==> src/rtl/cursor_input_ctrl_pkg.sv <==
// rtl/cursor_input_ctrl_pkg.sv - shared constants and types for the cursor input front end
package cursor_input_ctrl_pkg;

   localparam int BTN_D = 4;
   localparam int BTN_C = 3;
   localparam int BTN_U = 2;
   localparam int BTN_L = 1;
   localparam int BTN_R = 0;

   localparam int DEFAULT_BOARD_W = 64;
   localparam int DEFAULT_BOARD_H = 64;

   typedef enum logic [1:0] {
      IDLE,
      DELAY,
      REPEAT
   } repeat_state_t;

   function automatic int max_int(input int a, input int b);
      return (a > b) ? a : b;
   endfunction

endpackage

==> src/rtl/cursor_input_ctrl_btn_repeat.sv <==
// rtl/cursor_input_ctrl_btn_repeat.sv - press/delay/auto-repeat pulse generator for one direction
module btn_repeat
   import cursor_input_ctrl_pkg::*;
#(
   parameter int HOLD_DELAY    = 2**25,
   parameter int REPEAT_PERIOD = 2**22
) (
   input  logic clk_i,
   input  logic rst_n_i,
   input  logic clean_i,
   output logic pulse_o
);

   // +1 so the counter can actually reach a power-of-two terminal value
   localparam int CNT_W = $clog2(max_int(HOLD_DELAY, REPEAT_PERIOD) + 1);
   localparam logic [CNT_W-1:0] CNT_ONE    = CNT_W'(1);
   localparam logic [CNT_W-1:0] HOLD_CNT   = CNT_W'(HOLD_DELAY);
   localparam logic [CNT_W-1:0] REPEAT_CNT = CNT_W'(REPEAT_PERIOD);

   repeat_state_t    state_q, state_d;
   logic [CNT_W-1:0] cnt_q, cnt_d;
   logic             pulse_q, pulse_d;

   always_ff @(posedge clk_i) begin
      if (!rst_n_i) begin
         state_q <= IDLE;
         cnt_q   <= '0;
         pulse_q <= 1'b0;
      end else begin
         state_q <= state_d;
         cnt_q   <= cnt_d;
         pulse_q <= pulse_d;
      end
   end

   always_comb begin
      state_d = state_q;
      cnt_d   = cnt_q;
      pulse_d = 1'b0;
      if (!clean_i) begin
         state_d = IDLE;
         cnt_d   = '0;
      end else begin
         case (state_q)
            IDLE: begin
               pulse_d = 1'b1;
               cnt_d   = CNT_ONE;
               state_d = DELAY;
            end
            DELAY: begin
               if (cnt_q == HOLD_CNT) begin
                  pulse_d = 1'b1;
                  cnt_d   = CNT_ONE;
                  state_d = REPEAT;
               end else begin
                  cnt_d = cnt_q + CNT_ONE;
               end
            end
            REPEAT: begin
               if (cnt_q == REPEAT_CNT) begin
                  pulse_d = 1'b1;
                  cnt_d   = CNT_ONE;
               end else begin
                  cnt_d = cnt_q + CNT_ONE;
               end
            end
            default: state_d = IDLE;
         endcase
      end
   end

   assign pulse_o = pulse_q;

endmodule

==> src/rtl/cursor_input_ctrl.sv <==
// rtl/cursor_input_ctrl.sv - debounced buttons/switches driving a wrap-or-clamp board cursor
module cursor_input_ctrl
   import cursor_input_ctrl_pkg::*;
#(
   parameter int LOG_DEB       = 20,
   parameter int HOLD_DELAY    = 2**25,
   parameter int REPEAT_PERIOD = 2**22,
   parameter int BOARD_W       = DEFAULT_BOARD_W,
   parameter int BOARD_H       = DEFAULT_BOARD_H,
   parameter int NUM_SW        = 16,
   parameter int SPEED_W       = 4
) (
   input  logic                       clk_in,
   input  logic                       rst_n_in,
   input  logic [4:0]                 btn_in,
   input  logic [NUM_SW-1:0]          sw_in,
   input  logic                       wrap_en_in,
   output logic                       click_out,
   output logic                       click_held_out,
   output logic [SPEED_W-1:0]         speed_out,
   output logic [NUM_SW-1:0]          sw_clean_out,
   output logic [$clog2(BOARD_W)-1:0] cursor_x_out,
   output logic [$clog2(BOARD_H)-1:0] cursor_y_out
);

   localparam int NCH = 5 + NUM_SW;
   localparam int XW  = $clog2(BOARD_W);
   localparam int YW  = $clog2(BOARD_H);
   localparam logic [XW-1:0] X_MAX = XW'(BOARD_W - 1);
   localparam logic [YW-1:0] Y_MAX = YW'(BOARD_H - 1);
   localparam logic [XW-1:0] X_RST = XW'(BOARD_W / 2);
   localparam logic [YW-1:0] Y_RST = YW'(BOARD_H / 2);

   logic [NCH-1:0]     raw;
   logic [NCH-1:0]     sample_q;
   logic [NCH-1:0]     clean_q;
   logic [LOG_DEB-1:0] deb_cnt_q [NCH];

   assign raw = {sw_in, btn_in};

   // Counter saturates at all-ones; clean keeps following sample while it stays there
   always_ff @(posedge clk_in) begin
      if (!rst_n_in) begin
         sample_q <= '0;
         clean_q  <= '0;
         for (int i = 0; i < NCH; i++) deb_cnt_q[i] <= '0;
      end else begin
         for (int i = 0; i < NCH; i++) begin
            if (raw[i] != sample_q[i]) begin
               sample_q[i]  <= raw[i];
               deb_cnt_q[i] <= '0;
            end else if (&deb_cnt_q[i]) begin
               clean_q[i] <= sample_q[i];
            end else begin
               deb_cnt_q[i] <= deb_cnt_q[i] + LOG_DEB'(1);
            end
         end
      end
   end

   logic [3:0] dir_clean;
   logic [3:0] move_pulse;

   assign dir_clean = {clean_q[BTN_D], clean_q[BTN_U], clean_q[BTN_L], clean_q[BTN_R]};

   btn_repeat #(
      .HOLD_DELAY   (HOLD_DELAY),
      .REPEAT_PERIOD(REPEAT_PERIOD)
   ) u_repeat [3:0] (
      .clk_i  (clk_in),
      .rst_n_i(rst_n_in),
      .clean_i(dir_clean),
      .pulse_o(move_pulse)
   );

   logic [XW-1:0] cur_x_q, cur_x_d;
   logic [YW-1:0] cur_y_q, cur_y_d;
   logic          click_prev_q;
   logic          click_q, click_d;

   always_comb begin
      cur_x_d = cur_x_q;
      cur_y_d = cur_y_q;
      if (move_pulse[0] && !move_pulse[1]) begin
         cur_x_d = (cur_x_q == X_MAX) ? (wrap_en_in ? '0 : X_MAX) : cur_x_q + XW'(1);
      end else if (move_pulse[1] && !move_pulse[0]) begin
         cur_x_d = (cur_x_q == '0) ? (wrap_en_in ? X_MAX : '0) : cur_x_q - XW'(1);
      end
      if (move_pulse[3] && !move_pulse[2]) begin
         cur_y_d = (cur_y_q == Y_MAX) ? (wrap_en_in ? '0 : Y_MAX) : cur_y_q + YW'(1);
      end else if (move_pulse[2] && !move_pulse[3]) begin
         cur_y_d = (cur_y_q == '0) ? (wrap_en_in ? Y_MAX : '0) : cur_y_q - YW'(1);
      end
      click_d = clean_q[BTN_C] & ~click_prev_q;
   end

   always_ff @(posedge clk_in) begin
      if (!rst_n_in) begin
         cur_x_q      <= X_RST;
         cur_y_q      <= Y_RST;
         click_prev_q <= 1'b0;
         click_q      <= 1'b0;
      end else begin
         cur_x_q      <= cur_x_d;
         cur_y_q      <= cur_y_d;
         click_prev_q <= clean_q[BTN_C];
         click_q      <= click_d;
      end
   end

   assign click_out      = click_q;
   assign click_held_out = clean_q[BTN_C];
   assign speed_out      = clean_q[5 +: SPEED_W];
   assign sw_clean_out   = clean_q[NCH-1:5];
   assign cursor_x_out   = cur_x_q;
   assign cursor_y_out   = cur_y_q;

endmodule
==> config.mk <==
export PLATFORM = sky130hd
export DESIGN_NAME = cursor_input_ctrl
export DESIGN_NICKNAME = d
export VERILOG_FILES = /design/src/rtl/cursor_input_ctrl_pkg.sv /design/src/rtl/cursor_input_ctrl_btn_repeat.sv /design/src/rtl/cursor_input_ctrl.sv
export SDC_FILE = /design/constraint.sdc
export NUM_CORES = 1
export LEC_CHECK = 0
export ABC_AREA = 1
export CAP_MARGIN = 15
export CORE_MARGIN = 1.5
export CORE_UTILIZATION = 64
export DETAILED_ROUTE_END_ITERATION = 8
export PLACE_DENSITY = 0.81
export SYNTH_ARGS = -nofsm -noshare
export SYNTH_HDL_FRONTEND = slang
export SYNTH_HIERARCHICAL = 1
export SYNTH_SLANG_ARGS = --single-unit
==> constraint.sdc <==
create_clock -name clk_in -period 3 [get_ports clk_in]
set_clock_uncertainty 0.05 [all_clocks]
set_input_delay 0.6 -clock clk_in [delete_from_list [all_inputs] [get_ports clk_in]]
set_output_delay 0.6 -clock clk_in [all_outputs]
set_load 0.1 [all_outputs]
==> impl_metrics.py <==
metrics = {
    "die": {
        "fp.dieH_um": 243.1,
        "ios": 58,
        "rows": 87,
        "core_mm2": 0.05671,
        "die-area_mm2": 0.05910,
        "initial_core_util": 0.6505,
        "die_x_um": 243.1,
    },
    "power_and_ir_drop": {
        "p_seq_frac": 0.497,
        "p_sw_uw": 3560,
        "power_uw": 17640,
        "combinationalPowerShare": 0.021,
        "leakage_uw": 0.01493,
        "internal_power_uw": 14080,
        "peakVddDrop_v": 0.0005427,
        "clkPwrFrac": 0.482,
        "powerDensity_mw_per_mm2": 437.6,
        "sw_frac_of_total": 0.2018,
    },
    "worst_hold_path": {
        "holdPathEnd": "click_out",
        "hold_path_class": "reg2reg",
        "hold_depth": 1,
        "min-delay-start": "click_prev_q",
    },
    "worst_setup_path": {
        "critPathRequiredTime_ns": 3.29,
        "worstSetupPathType": "reg2reg",
        "worstRegToRegCells": 9,
        "arrival_ns": 2.69,
        "reg2reg_setup_slack_ns": 0.60,
        "worstReg2RegEnd": "deb_cnt_q[1][151]",
        "critPathLaunchType": "flip-flop",
        "r2r-start": "deb_cnt_q[1][140]",
        "end_kind": "flip-flop",
        "worstPathMaxFanout": 14,
    },
    "place": {
        "dp_cells": 5678,
        "dp_hpwl_mm": 53.67,
        "gp_congestion": 0.9001,
        "portBuffers": 57,
    },
    "clock_tree": {
        "hold_buffers": 0,
        "cts_buffers": 67,
        "htree_levels": 3,
        "path_clk_slew_ns": 0.06,
        "cts_max_path_buffers": 3,
        "ctsRootBufferMaster": "clkbuf_16",
        "post_cts_buffers": 0,
        "cts_sinks": 592,
        "cts_tree": "yes",
        "cts.repair.resized": 0,
        "clk_latency_ns": 0.61,
    },
    "layout": {
        "drive_gt1_frac": 0.08033,
        "finalNonFillerCells": 5798,
        "area_growth_pct": 9.245,
        "diodes": 0,
        "nets": 5072,
    },
    "global_route": {
        "grt_pass1_wl_mm": 132.3,
        "grt_overflow_total": 0,
        "antenna_found_initial": 0,
        "grt_max_degree": 45,
        "grt_pass1_vias": 29610,
        "track_usage": 0.2585,
    },
    "logic_synthesis": {
        "synth_area_leader_cell": "edfxtp_1",
        "synth_compound_area_frac": 0.05837,
        "yosysSeqAreaShare": 0.4352,
        "synth_top_family_by_area": "simple AND/OR/NAND/NOR gates",
        "synth.most_common_cell": "nand2_1",
        "syn-num-nets": 5002,
        "synth.top_cells.by_area": "edfxtp_1, nand2_1, dfxtp_1",
        "ys_ff_latch": 592,
        "synth_edf_count": 420,
        "avgSynthCellArea_um2": 7.497,
        "synth_area_mm2": 0.03689,
        "synth_common_cells": "nand2_1, nor2_1, inv_1",
        "ys.flop_type": "edfxtp_1",
        "synth-xor-area-share": 0.05399,
        "ys.warnings.count": 6,
        "synth-simple-area-share": 0.3532,
        "synth_top_area_share": 0.3419,
        "synth-async-reset-ratio": 0,
        "synthMuxAreaShare": 0,
        "synthCells": 4921,
        "synth_fa_ha_area_frac": 0.01933,
        "synth.distinct_cells": 47,
    },
    "sta": {
        "period_share": 0.8016,
        "rsz0062_at_grt": "no",
        "hold_violations": 0,
        "fin_setup_tns_ns": 0,
        "slew_violations": 0,
        "maxSlewHeadroom": 0.4612,
        "whs_ns": 0.3392,
        "tightestPinTransition_ns": 0.8060,
        "period_minus_slack_ns": 2.405,
        "setup_violations": 0,
        "max_freq_ghz": 0.4158,
    },
    "detailed_routing": {
        "ant_nets": 0,
        "met2_length_mm": 35.95,
        "wire_per_inst_um": 13.20,
        "drt_iter0_drc": 2141,
        "wl_met1_mm": 35.35,
        "num_vias": 31390,
        "wl_mm": 76.56,
        "wl_met3_mm": 3.353,
        "routed_via_density": 5.414,
        "drc": 0,
        "maxUsedRoutingLayer": "met4",
        "first_pass_iters": 6,
    },
    "flow_run": {
        "drv_cap": 0,
    },
    "run_status": {
        "outcome": "completed",
    },
}
-- metrics by stage --
stage | util | setup slack [ns] | cell area, um^2
floorplan | - | 0.5023 | 36890
global placement | 0.6704 | 0.5469 | 38020
detailed placement | 0.6704 | 0.5146 | 38020
CTS | 0.7107 | 0.6082 | 40300
global route | 0.7107 | 0.3231 | 40300
finish | 0.7107 | 0.5951 | 40300
-- power groups by stage --
stage               clock network (uW)  logic (uW)  registers, uW
detailed placement                   0         373           8930
floorplan                            0         272           8920
global placement                     0         365           8930
CTS                               8690         376           8760
global route                      8980         418           8760
finish                            8510         374           8760
-- worst max path at each step --
| stage | slack [ns] | to | from |
|---|---|---|---|
| global route | 0.32 | deb_cnt_q[1][78] | deb_cnt_q[1][60] |
| CTS | 0.61 | deb_cnt_q[1][151] | deb_cnt_q[1][140] |
| floorplan | 0.50 | deb_cnt_q[0][100] | rst_n_in |
| global placement | 0.55 | deb_cnt_q[1][111] | sw_in[8] |
| detailed placement | 0.51 | deb_cnt_q[1][116] | sw_in[8] |
| finish | 0.60 | deb_cnt_q[1][151] | deb_cnt_q[1][140] |
-- sequential cells by signal (all words and copies together), names as in the netlist --
register	flops
deb_cnt_q	420
u_repeat/cnt_q	104
clean_q	21
sample_q	21
u_repeat/state_q	8
cursor_x_out	6
cursor_y_out	6
u_repeat/pulse_o	4
click_out	1
click_prev_q	1
-- metal layers --
layer,vias to the layer above,global-route usage
met1,14420,0.3488
met2,712,0.4310
li1,16120,-
met4,0,0.08476
met3,133,0.03406
met5,-,0
-- placed cells by master (no fill, tap or decap), types with 5 or more instances in the layout --
cell,count
nand2_4,7
clkbuf_1,17
ha_1,57
xor2_1,146
a21oi_1,318
nand3_1,385
inv_2,14
clkbuf_16,70
nand2_1,1228
bufinv_16,10
xnor2_1,74
edfxtp_1,420
nor2_4,17
nand4_1,128
dfxtp_1,172
or2_0,19
o21bai_1,7
nand3b_1,37
inv_1,556
nor3_2,7
nand2_2,20
nor3b_1,6
clkinv_1,8
nor3_1,115
clkinv_2,10
clkbuf_8,5
nand3_4,7
nor2_1,834
or2_2,38
nand3_2,16
clkdlybuf4s50_1,22
nor2_2,68
o21ai_0,68
buf_4,94
-- cells by family (layout without fill, tap and decap cells) --
kind of cell,after synthesis,after routing
buffers and inverters,692,813
adders and majority gates,57,57
xor gates and xnor gates,224,224
and+or+nand+nor,2943,2943
AOI/OAI and AO/OA,413,413
DFF,592,592
-- worst max-delay path: stages (launching register included) --
cell,delay (ns)
edfxtp_1,0.42
ha_1,0.28
nand3_1,0.15
inv_1,0.09
nand2_1,0.08
nor2_1,0.21
nand2_1,0.10
nor2_1,0.10
nand4_1,0.31
buf_4,0.34
-- cell type report --
class,instances,area [um^2]
timing repair buffer,118,965.9
tap,756,945.9
sequential,592,16060
clock inverter,28,399.1
clock buffer,92,1884
fill,4539,16410
inverter,575,2163
multi-input combinational,3637,17890
Power figures use the tool's default switching activity.
